### src/rtl/rr_burst_scheduler_if.sv
// Bundles the requester-side and downstream-burst signals of rr_burst_scheduler.
// The slave modport is the scheduler's view; master is the requester/downstream side.
interface rr_burst_scheduler_if #(
  parameter int REQ_LINES = 4,
  parameter int LEN_W     = 4
);
  localparam int ID_W = $clog2(REQ_LINES);

  logic [REQ_LINES-1:0]       req;
  logic [REQ_LINES*LEN_W-1:0] req_len;
  logic                       out_ready;
  logic [REQ_LINES-1:0]       gnt;
  logic [ID_W-1:0]            gnt_id;
  logic                       out_valid;
  logic                       out_last;
  logic                       busy;

  modport slave (
    input  req, req_len, out_ready,
    output gnt, gnt_id, out_valid, out_last, busy
  );

  modport master (
    output req, req_len, out_ready,
    input  gnt, gnt_id, out_valid, out_last, busy
  );
endinterface

### src/rtl/rr_burst_scheduler.sv
// Round-robin burst scheduler: each grant is held for a whole multi-beat burst and
// the next grant is loaded on the last beat, so back-to-back bursts have no bubble.
module rr_burst_scheduler #(
  parameter int REQ_LINES = 4,
  parameter int LEN_W     = 4
) (
  input  logic                 clk,
  input  logic                 rst,
  rr_burst_scheduler_if.slave  bus
);
  localparam int ID_W = $clog2(REQ_LINES);

  typedef enum logic {IDLE, BURST} state_t;

  state_t                r_state, w_state_nxt;
  logic [REQ_LINES-1:0]  r_ptr, w_ptr_nxt;
  logic [REQ_LINES-1:0]  r_gnt, w_gnt_nxt;
  logic [ID_W-1:0]       r_gnt_id, w_gnt_id_nxt;
  logic [LEN_W-1:0]      r_cnt, w_cnt_nxt;

  logic [REQ_LINES-1:0]  w_ptr_after, w_arb_ptr, w_masked;
  logic [ID_W-1:0]       w_win;
  logic                  w_xfer, w_last_beat;

  function automatic logic [ID_W-1:0] lowest_set(input logic [REQ_LINES-1:0] v);
    lowest_set = '0;
    for (int i = REQ_LINES - 1; i >= 0; i--) begin
      if (v[i]) lowest_set = ID_W'(i);
    end
  endfunction

  assign w_xfer      = (r_state == BURST) && bus.out_ready;
  assign w_last_beat = w_xfer && (r_cnt == '0);

  // Pointer after the finishing grantee: only indices strictly above it keep priority.
  always_comb begin
    w_ptr_after = '0;
    for (int i = 0; i < REQ_LINES; i++) begin
      w_ptr_after[i] = (ID_W'(i) > r_gnt_id);
    end
  end

  // Arbitrating with the updated pointer on the last beat gives the no-bubble handoff.
  assign w_arb_ptr = w_last_beat ? w_ptr_after : r_ptr;
  assign w_masked  = bus.req & w_arb_ptr;
  assign w_win     = (|w_masked) ? lowest_set(w_masked) : lowest_set(bus.req);

  always_comb begin
    // NOTE: every next-state signal gets a default first so no path infers a latch.
    w_state_nxt  = r_state;
    w_ptr_nxt    = r_ptr;
    w_gnt_nxt    = r_gnt;
    w_gnt_id_nxt = r_gnt_id;
    w_cnt_nxt    = r_cnt;

    unique case (r_state)
      IDLE: begin
        if (|bus.req) begin
          w_state_nxt  = BURST;
          w_gnt_nxt    = REQ_LINES'(1) << w_win;
          w_gnt_id_nxt = w_win;
          w_cnt_nxt    = bus.req_len[w_win*LEN_W +: LEN_W];
        end
      end
      BURST: begin
        if (w_xfer) begin
          if (r_cnt != '0) begin
            w_cnt_nxt = r_cnt - LEN_W'(1);
          end else begin
            w_ptr_nxt = w_ptr_after;
            if (|bus.req) begin
              w_gnt_nxt    = REQ_LINES'(1) << w_win;
              w_gnt_id_nxt = w_win;
              w_cnt_nxt    = bus.req_len[w_win*LEN_W +: LEN_W];
            end else begin
              w_state_nxt  = IDLE;
              w_gnt_nxt    = '0;
              w_gnt_id_nxt = '0;
              w_cnt_nxt    = '0;
            end
          end
        end
      end
      default: w_state_nxt = IDLE;
    endcase
  end

  // NOTE: state registers use non-blocking assignments so all of them update together.
  always_ff @(posedge clk or negedge rst) begin
    if (!rst) begin
      r_state  <= IDLE;
      r_ptr    <= '1;
      r_gnt    <= '0;
      r_gnt_id <= '0;
      r_cnt    <= '0;
    end else begin
      r_state  <= w_state_nxt;
      r_ptr    <= w_ptr_nxt;
      r_gnt    <= w_gnt_nxt;
      r_gnt_id <= w_gnt_id_nxt;
      r_cnt    <= w_cnt_nxt;
    end
  end

  assign bus.gnt       = r_gnt;
  assign bus.gnt_id    = r_gnt_id;
  assign bus.out_valid = (r_state == BURST);
  assign bus.out_last  = (r_state == BURST) && (r_cnt == '0);
  assign bus.busy      = (r_state == BURST);
endmodule

### src/flat_wrapper.sv
// flat-port wrapper written by rule: the top's interface ports become plain ports
module rr_burst_scheduler_flat 
#(
  parameter int REQ_LINES = 4,
  parameter int LEN_W     = 4
)
  (clk, rst, bus_req, bus_req_len, bus_out_ready, bus_gnt, bus_gnt_id, bus_out_valid, bus_out_last, bus_busy);
  rr_burst_scheduler_if #(.REQ_LINES(REQ_LINES), .LEN_W(LEN_W)) bus_i ();
  input  logic clk;
  input  logic rst;
  input wire logic [$bits(bus_i.req)-1:0] bus_req;
  input wire logic [$bits(bus_i.req_len)-1:0] bus_req_len;
  input wire logic [$bits(bus_i.out_ready)-1:0] bus_out_ready;
  output wire logic [$bits(bus_i.gnt)-1:0] bus_gnt;
  output wire logic [$bits(bus_i.gnt_id)-1:0] bus_gnt_id;
  output wire logic [$bits(bus_i.out_valid)-1:0] bus_out_valid;
  output wire logic [$bits(bus_i.out_last)-1:0] bus_out_last;
  output wire logic [$bits(bus_i.busy)-1:0] bus_busy;
  assign bus_i.req = bus_req;
  assign bus_i.req_len = bus_req_len;
  assign bus_i.out_ready = bus_out_ready;
  assign bus_gnt = bus_i.gnt;
  assign bus_gnt_id = bus_i.gnt_id;
  assign bus_out_valid = bus_i.out_valid;
  assign bus_out_last = bus_i.out_last;
  assign bus_busy = bus_i.busy;
  rr_burst_scheduler #(.REQ_LINES(REQ_LINES), .LEN_W(LEN_W)) u_core (.clk(clk), .rst(rst), .bus(bus_i));
endmodule
### config.mk
export PLATFORM = sky130hd
export DESIGN_NAME = rr_burst_scheduler_flat
export DESIGN_NICKNAME = d
export VERILOG_FILES = /design/src/rtl/rr_burst_scheduler_if.sv /design/src/rtl/rr_burst_scheduler.sv /design/src/flat_wrapper.sv
export SDC_FILE = /design/constraint.sdc
export NUM_CORES = 1
export LEC_CHECK = 0
export ABC_AREA = 1
export CAP_MARGIN = 5
export CORE_MARGIN = 3
export CORE_UTILIZATION = 47
export DETAILED_ROUTE_END_ITERATION = 12
export GPL_TIMING_DRIVEN = 0
export PLACE_DENSITY = 0.75
export SLEW_MARGIN = 20
export SYNTH_ARGS = -nofsm -noshare
export SYNTH_HDL_FRONTEND = slang
export SYNTH_SLANG_ARGS = --single-unit
### constraint.sdc
create_clock -name clk -period 2.85 [get_ports clk]
set_clock_uncertainty 0.15 [all_clocks]
set_input_delay 0.57 -clock clk [delete_from_list [all_inputs] [get_ports clk]]
set_output_delay 0.57 -clock clk [all_outputs]
set_load 0.05 [all_outputs]
# After elaboration in Yosys (flattened, before gate mapping)
# Cells that the tools add are included.
# Widths: inputs -> output; s select.
# word_totals
output_inout_bits	9
ff_bits	15
elab_cells	57
# classes
add_sub_neg	1
bitwise_logic	3
n_lt_le_gt_ge	4
n_eq_ne	3
reduce_logical	10
n_shift	2
muxes	29
# ops
cell	n
$mux 4	9
$mux 2	13
$pmux 4 s2	2
$shiftx 16x5->4	1
$reduce_or 4->1	2
$reduce_and 3->1	2
$and 4x4->4	1
$gt 1x2->1 const A	2
$gt 2x2->1 const A	2
$logic_not 4->1	1
$ne 2x2->1 const B	2
$pmux 2 s2	1
$reduce_bool 4->1	1
$shl 1x2->4 const A	1
$sub 4x1->4 const B	1
$logic_and 1x1->1	3
$mux 1	3
$ne 2x1->1 const B	1
$not 1->1	2
$pmux 1 s2	1
$reduce_and 2->1	1

# Logic depth before layout (Yosys ltp)
# depth
ltp_word	14
mapped_depth	20
ltp_nobuf	20

# Worst setup path before layout
# Ideal clock, no wire load.
# synth_path
kind	reg2reg
start	register u_core.r_state (netlist: u_core.bus.busy)
end	register u_core.r_cnt[2]
slack_ps	585
setup_ps	116
path_buffers	0
required_time_ps	2584
t_arrival_ps	1998
stages_incl_launch_ff	16
path_cell_list	dfrtp_1 nand2_2 inv_2 nand3_4 nand2_2 nand3_2 a21oi_4 nand2_4 nand2_2 nand2_1 nand2_1 nand2_1 o21ai_0 inv_1 nand2_1 nand2_1
# synth_between
elab_chain_cells	14
elab_cells_between_ends	20
# synth_rtl
item	line	source
from (decl)	rr_burst_scheduler.sv:15	state_t r_state, w_state_nxt;
from (signal assigned)	rr_burst_scheduler.sv:97	r_state <= w_state_nxt;
$logic_and 1x1->1	rr_burst_scheduler.sv:32	assign w_xfer = (r_state == BURST) && bus.out_ready;
$logic_and 1x1->1	rr_burst_scheduler.sv:33	assign w_last_beat = w_xfer && (r_cnt == '0);
$mux 4	rr_burst_scheduler.sv:44	assign w_arb_ptr = w_last_beat ? w_ptr_after : r_ptr;
$and 4x4->4	rr_burst_scheduler.sv:45	assign w_masked = bus.req & w_arb_ptr;
$mux 2 (4 in a row)	rr_burst_scheduler.sv:28	if (v[i]) lowest_set = ID_W'(i);
$mux 2	rr_burst_scheduler.sv:46	assign w_win = (|w_masked) ? lowest_set(w_masked) : lowest_set(bus.req);
$shiftx 16x5->4	rr_burst_scheduler.sv:62, rr_burst_scheduler.sv:74	
$mux 4	rr_burst_scheduler.sv:71	if (|bus.req) begin
$mux 4	rr_burst_scheduler.sv:67	if (r_cnt != '0) begin
$mux 4	rr_burst_scheduler.sv:66	if (w_xfer) begin
$pmux 4 s2	rr_burst_scheduler.sv:56	unique case (r_state)
to (signal assigned)	rr_burst_scheduler.sv:101	r_cnt <= w_cnt_nxt;
to (decl)	rr_burst_scheduler.sv:19	logic [LEN_W-1:0] r_cnt, w_cnt_nxt;
# Parallel ways exist; a longest one is shown, timed or not. The select of a mux whose other input is x is not followed.
# A chain may end at the register's enable or synchronous reset.

# Worst setup path in the final report
# layout_path
start	register u_core.r_cnt[0]
end	output bus_out_last
# layout_between
elab_chain_cells	2
# layout_rtl
item	line	source
$logic_not 4->1	rr_burst_scheduler.sv:108	assign bus.out_last = (r_state == BURST) && (r_cnt == '0);
$logic_and 1x1->1	rr_burst_scheduler.sv:108	
to (decl)	flat_wrapper.sv:17	output wire logic [$bits(bus_i.out_last)-1:0] bus_out_last;
# Every way passes these cells.

==> flow_summary.toml <==
[logic_synthesis]
ys_seq_area_share_pct = 34.86
yosys_warnings = 0
synth_flop_cell = "dfrtp_1"
syn_inst = 157
synth_top_area_cell = "dfrtp_1"
synth_fp_nets = 181
async_flop_share_pct = 100.0
ys_types = 27
yosys-top-cells-count = "nand2_1, inv_1, nor2_1"
synth-edff-count = 0
ys_ff_latch = 15
avgSynthCellArea_um2 = 6.949
synth_area_leaders = "dfrtp_1, nand2_1, dfstp_2"
post-synth-top-count-cell = "nand2_1"
syn-cell-area_um2 = 1091
yosys.area.top_type_share_pct = 25.23

[worst_setup_path]
start_kind = "register"
cp.arrival_ns = 1.90
critPathCaptureType = "primary output"
crit_required_ns = 2.13
crit_path_max_fanout = 5
path_cells = "inv_1 -> ha_1 -> nand2_1 -> nor2_1 -> dlygate4sd2_1"
crit_path_max_incr_delay_ns = 0.54
worstSetupPathType = "reg2out"
slowest_stage = "dlygate4sd2_1"

[run]
cap_violations = 0

[detailed_routing]
routedWlPerCell_um = 11.81
viasPerCell = 4.995
antenna_left = 0
drtIter0Drc = 9
vias = 1094
drc_errors = 0
first_pass_iters = 4
totalWireLength_mm = 2.586

[pwr]
p_leak_uw = 0.0007698
pwr-share-seq_pct = 30.1
ir_worst_vdd_uv = 473.9
power.total_uw = 1172
combinationalPowerShare_pct = 59.1
switching_share_pct = 48.56
power_density_nw_per_um2 = 802.9
internal-power_uw = 603.0
power.switching_uw = 569.3
clkPwrFrac_pct = 10.8

[floorplan]
die_area_um2 = 2935
start_util_pct = 52.40
core_um2 = 2082
io_pins = 32
rows = 16
dieWidth_um = 54.18
dieHeight_um = 54.18

[clock_network]
cts-buffers-inserted = 3
cts-root-buf = "clkbuf_4"
clk_pin_slew_ns = 0.10
cts_buffer_depth = 2
cts_sinks = 15
post-cts-setup-buffers = 0
clock_latency_ns = 0.29
cts_tree = "built"
htreeDepth = 1

[global_routing]
grt_max_degree = 16
grt_pass1_vias = 1037
antenna_found_initial = 0
grt_pass1_wl_mm = 4.264
grtUsageTotal_pct = 20.29
overflow = 0

[sta]
hold_viol = 0
worst_slew_pin_slew_ns = 0.6653
finalSetupViolCount = 0
rsz0062_at_grt = "no"
maxClockFrequency_ghz = 0.3821
hold_slack_ns = 0.3265
finalMaxSlewViolations = 0
tns_ns = 0
min_period_over_period_pct = 91.82
relSlewSlack_pct = 55.51
period_minus_slack_ns = 2.617

[worst_hold_path]
min_path_type = "reg2reg"

[layout]
final_area_um2 = 1460
fin_nets = 217
layout-drive-gt1-share_pct = 17.71
fillers = 196
area_growth_pct = 33.83
num_antenna_cells = 0
final_cell_count_no_fill = 219

[placed_design]
io_buffers = 31
hpwl_mm = 2.105
dp.cells = 215
placed_cell_area_um2 = 1435
place_congestion = 0.7929

[run_status]
status = "complete, no violations"
[final timing paths]
path / cells past startpoint / slack [ns] / endpoint / from
max: 5 / 0.23 / bus_out_last / u_core.r_cnt[0]
min: 2 / 0.33 / u_core.r_ptr[0] / u_core.r_ptr[0]
max reg2reg: 17 / 0.39 / u_core.r_cnt[2] / u_core.r_cnt[0]
min reg2reg: 2 / 0.33 / u_core.r_ptr[0] / u_core.r_ptr[0]
max in group asynchronous: 1 / 1.59 / u_core.bus.gnt[2] / rst
min in group asynchronous: 1 / 0.53 / u_core.bus.gnt[1] / rst
[placed cells by master, fill, tap and decap left out]
cell type / n
dfstp_2: 4
o21ai_0: 11
o21ai_1: 3
nor2_2: 3
nand2_4: 4
o21ai_2: 1
dfrtp_1: 11
a21oi_4: 1
a21oi_1: 5
nand3_2: 2
nor3_1: 1
nor2_1: 15
inv_4: 1
a21oi_2: 1
or2_2: 1
clkbuf_4: 3
nand3_4: 1
a22oi_1: 1
nand3_1: 13
clkbuf_1: 1
inv_1: 25
dlygate4sd2_1: 1
nand2_1: 37
clkdlybuf4s50_1: 30
nand2_2: 5
nand3b_1: 1
nor2_4: 1
buf_4: 1
ha_1: 1
and2_1: 2
inv_2: 5
[stage by stage]
stage / utilization (%) / setup slack (ns)
2_1_floorplan: - / 0.5853
3_3_place_gp: 68.93 / 0.06974
3_5_place_dp: 68.93 / 0.03934
4_1_cts: 70.13 / 0.2282
5_1_grt: 70.13 / 0.1421
6_report: 70.13 / 0.2331
[cell families (layout without fill, tap and decap cells)]
family	count (synthesis)	count (layout)	share of synthesized area [%]
flip-flops	15	15	34.86
AND/OR/NAND/NOR	86	86	39.91
adder cells (fa/ha/maj)	1	1	1.147
buffers and inverters	32	67	11.58
AO/OA/AOI/OAI	23	23	12.50
[timing repair]
action	4_1_cts	5_1_grt
hold buffers	0	0
resized for setup	1	0
endpoints found under the setup margin	1	0
[worst max-delay path: cells and delay by family (launching register included)]
| kind | cells | cell delay [ns] |
|---|---|---|
| fa+ha+maj | 1 | 0.27 |
| buf+inv | 2 | 0.62 |
| flops | 1 | 0.40 |
| simple gates | 2 | 0.32 |
[metal layers]
metal	wire, µm	share of wire, %	global-route usage [%]	vias to the layer above
met2	1276	49	36.85	31
met4	62	2.4	10.79	0
met5	0	0	0	-
li1	-	-	-	557
met1	1108	43	21.92	499
met3	139	5.4	3.601	7
[sequential cells by signal (all words and copies together) (netlist names)]
name and flops:
u_core.bus.busy 1, u_core.bus.gnt 4, u_core.bus.gnt_id 2, u_core.r_cnt 4, u_core.r_ptr 4
[power by group through the flow]
stage | sequential (µW) | clock (µW) | combinational, µW
after global routing | 363 | 140 | 759
after global placement | 353 | 0 | 679
after detailed placement | 356 | 0 | 694
final | 353 | 127 | 693
after floorplan | 488 | 0 | 360
after CTS | 352 | 130 | 696
[final cells by class]
class / count / area, µm² / share of cell area (%)
inverter: 31 / 118.9 / 8.141
sequential: 15 / 380.4 / 26.05
multi-input combinational: 110 / 584.3 / 40.02
timing repair buffer: 31 / 309.0 / 21.17
tap: 27 / 33.78 / 2.314
clock buffer: 4 / 26.28 / 1.799
buffer: 1 / 7.507 / 0.5141
Power figures use the tool's default switching activity.
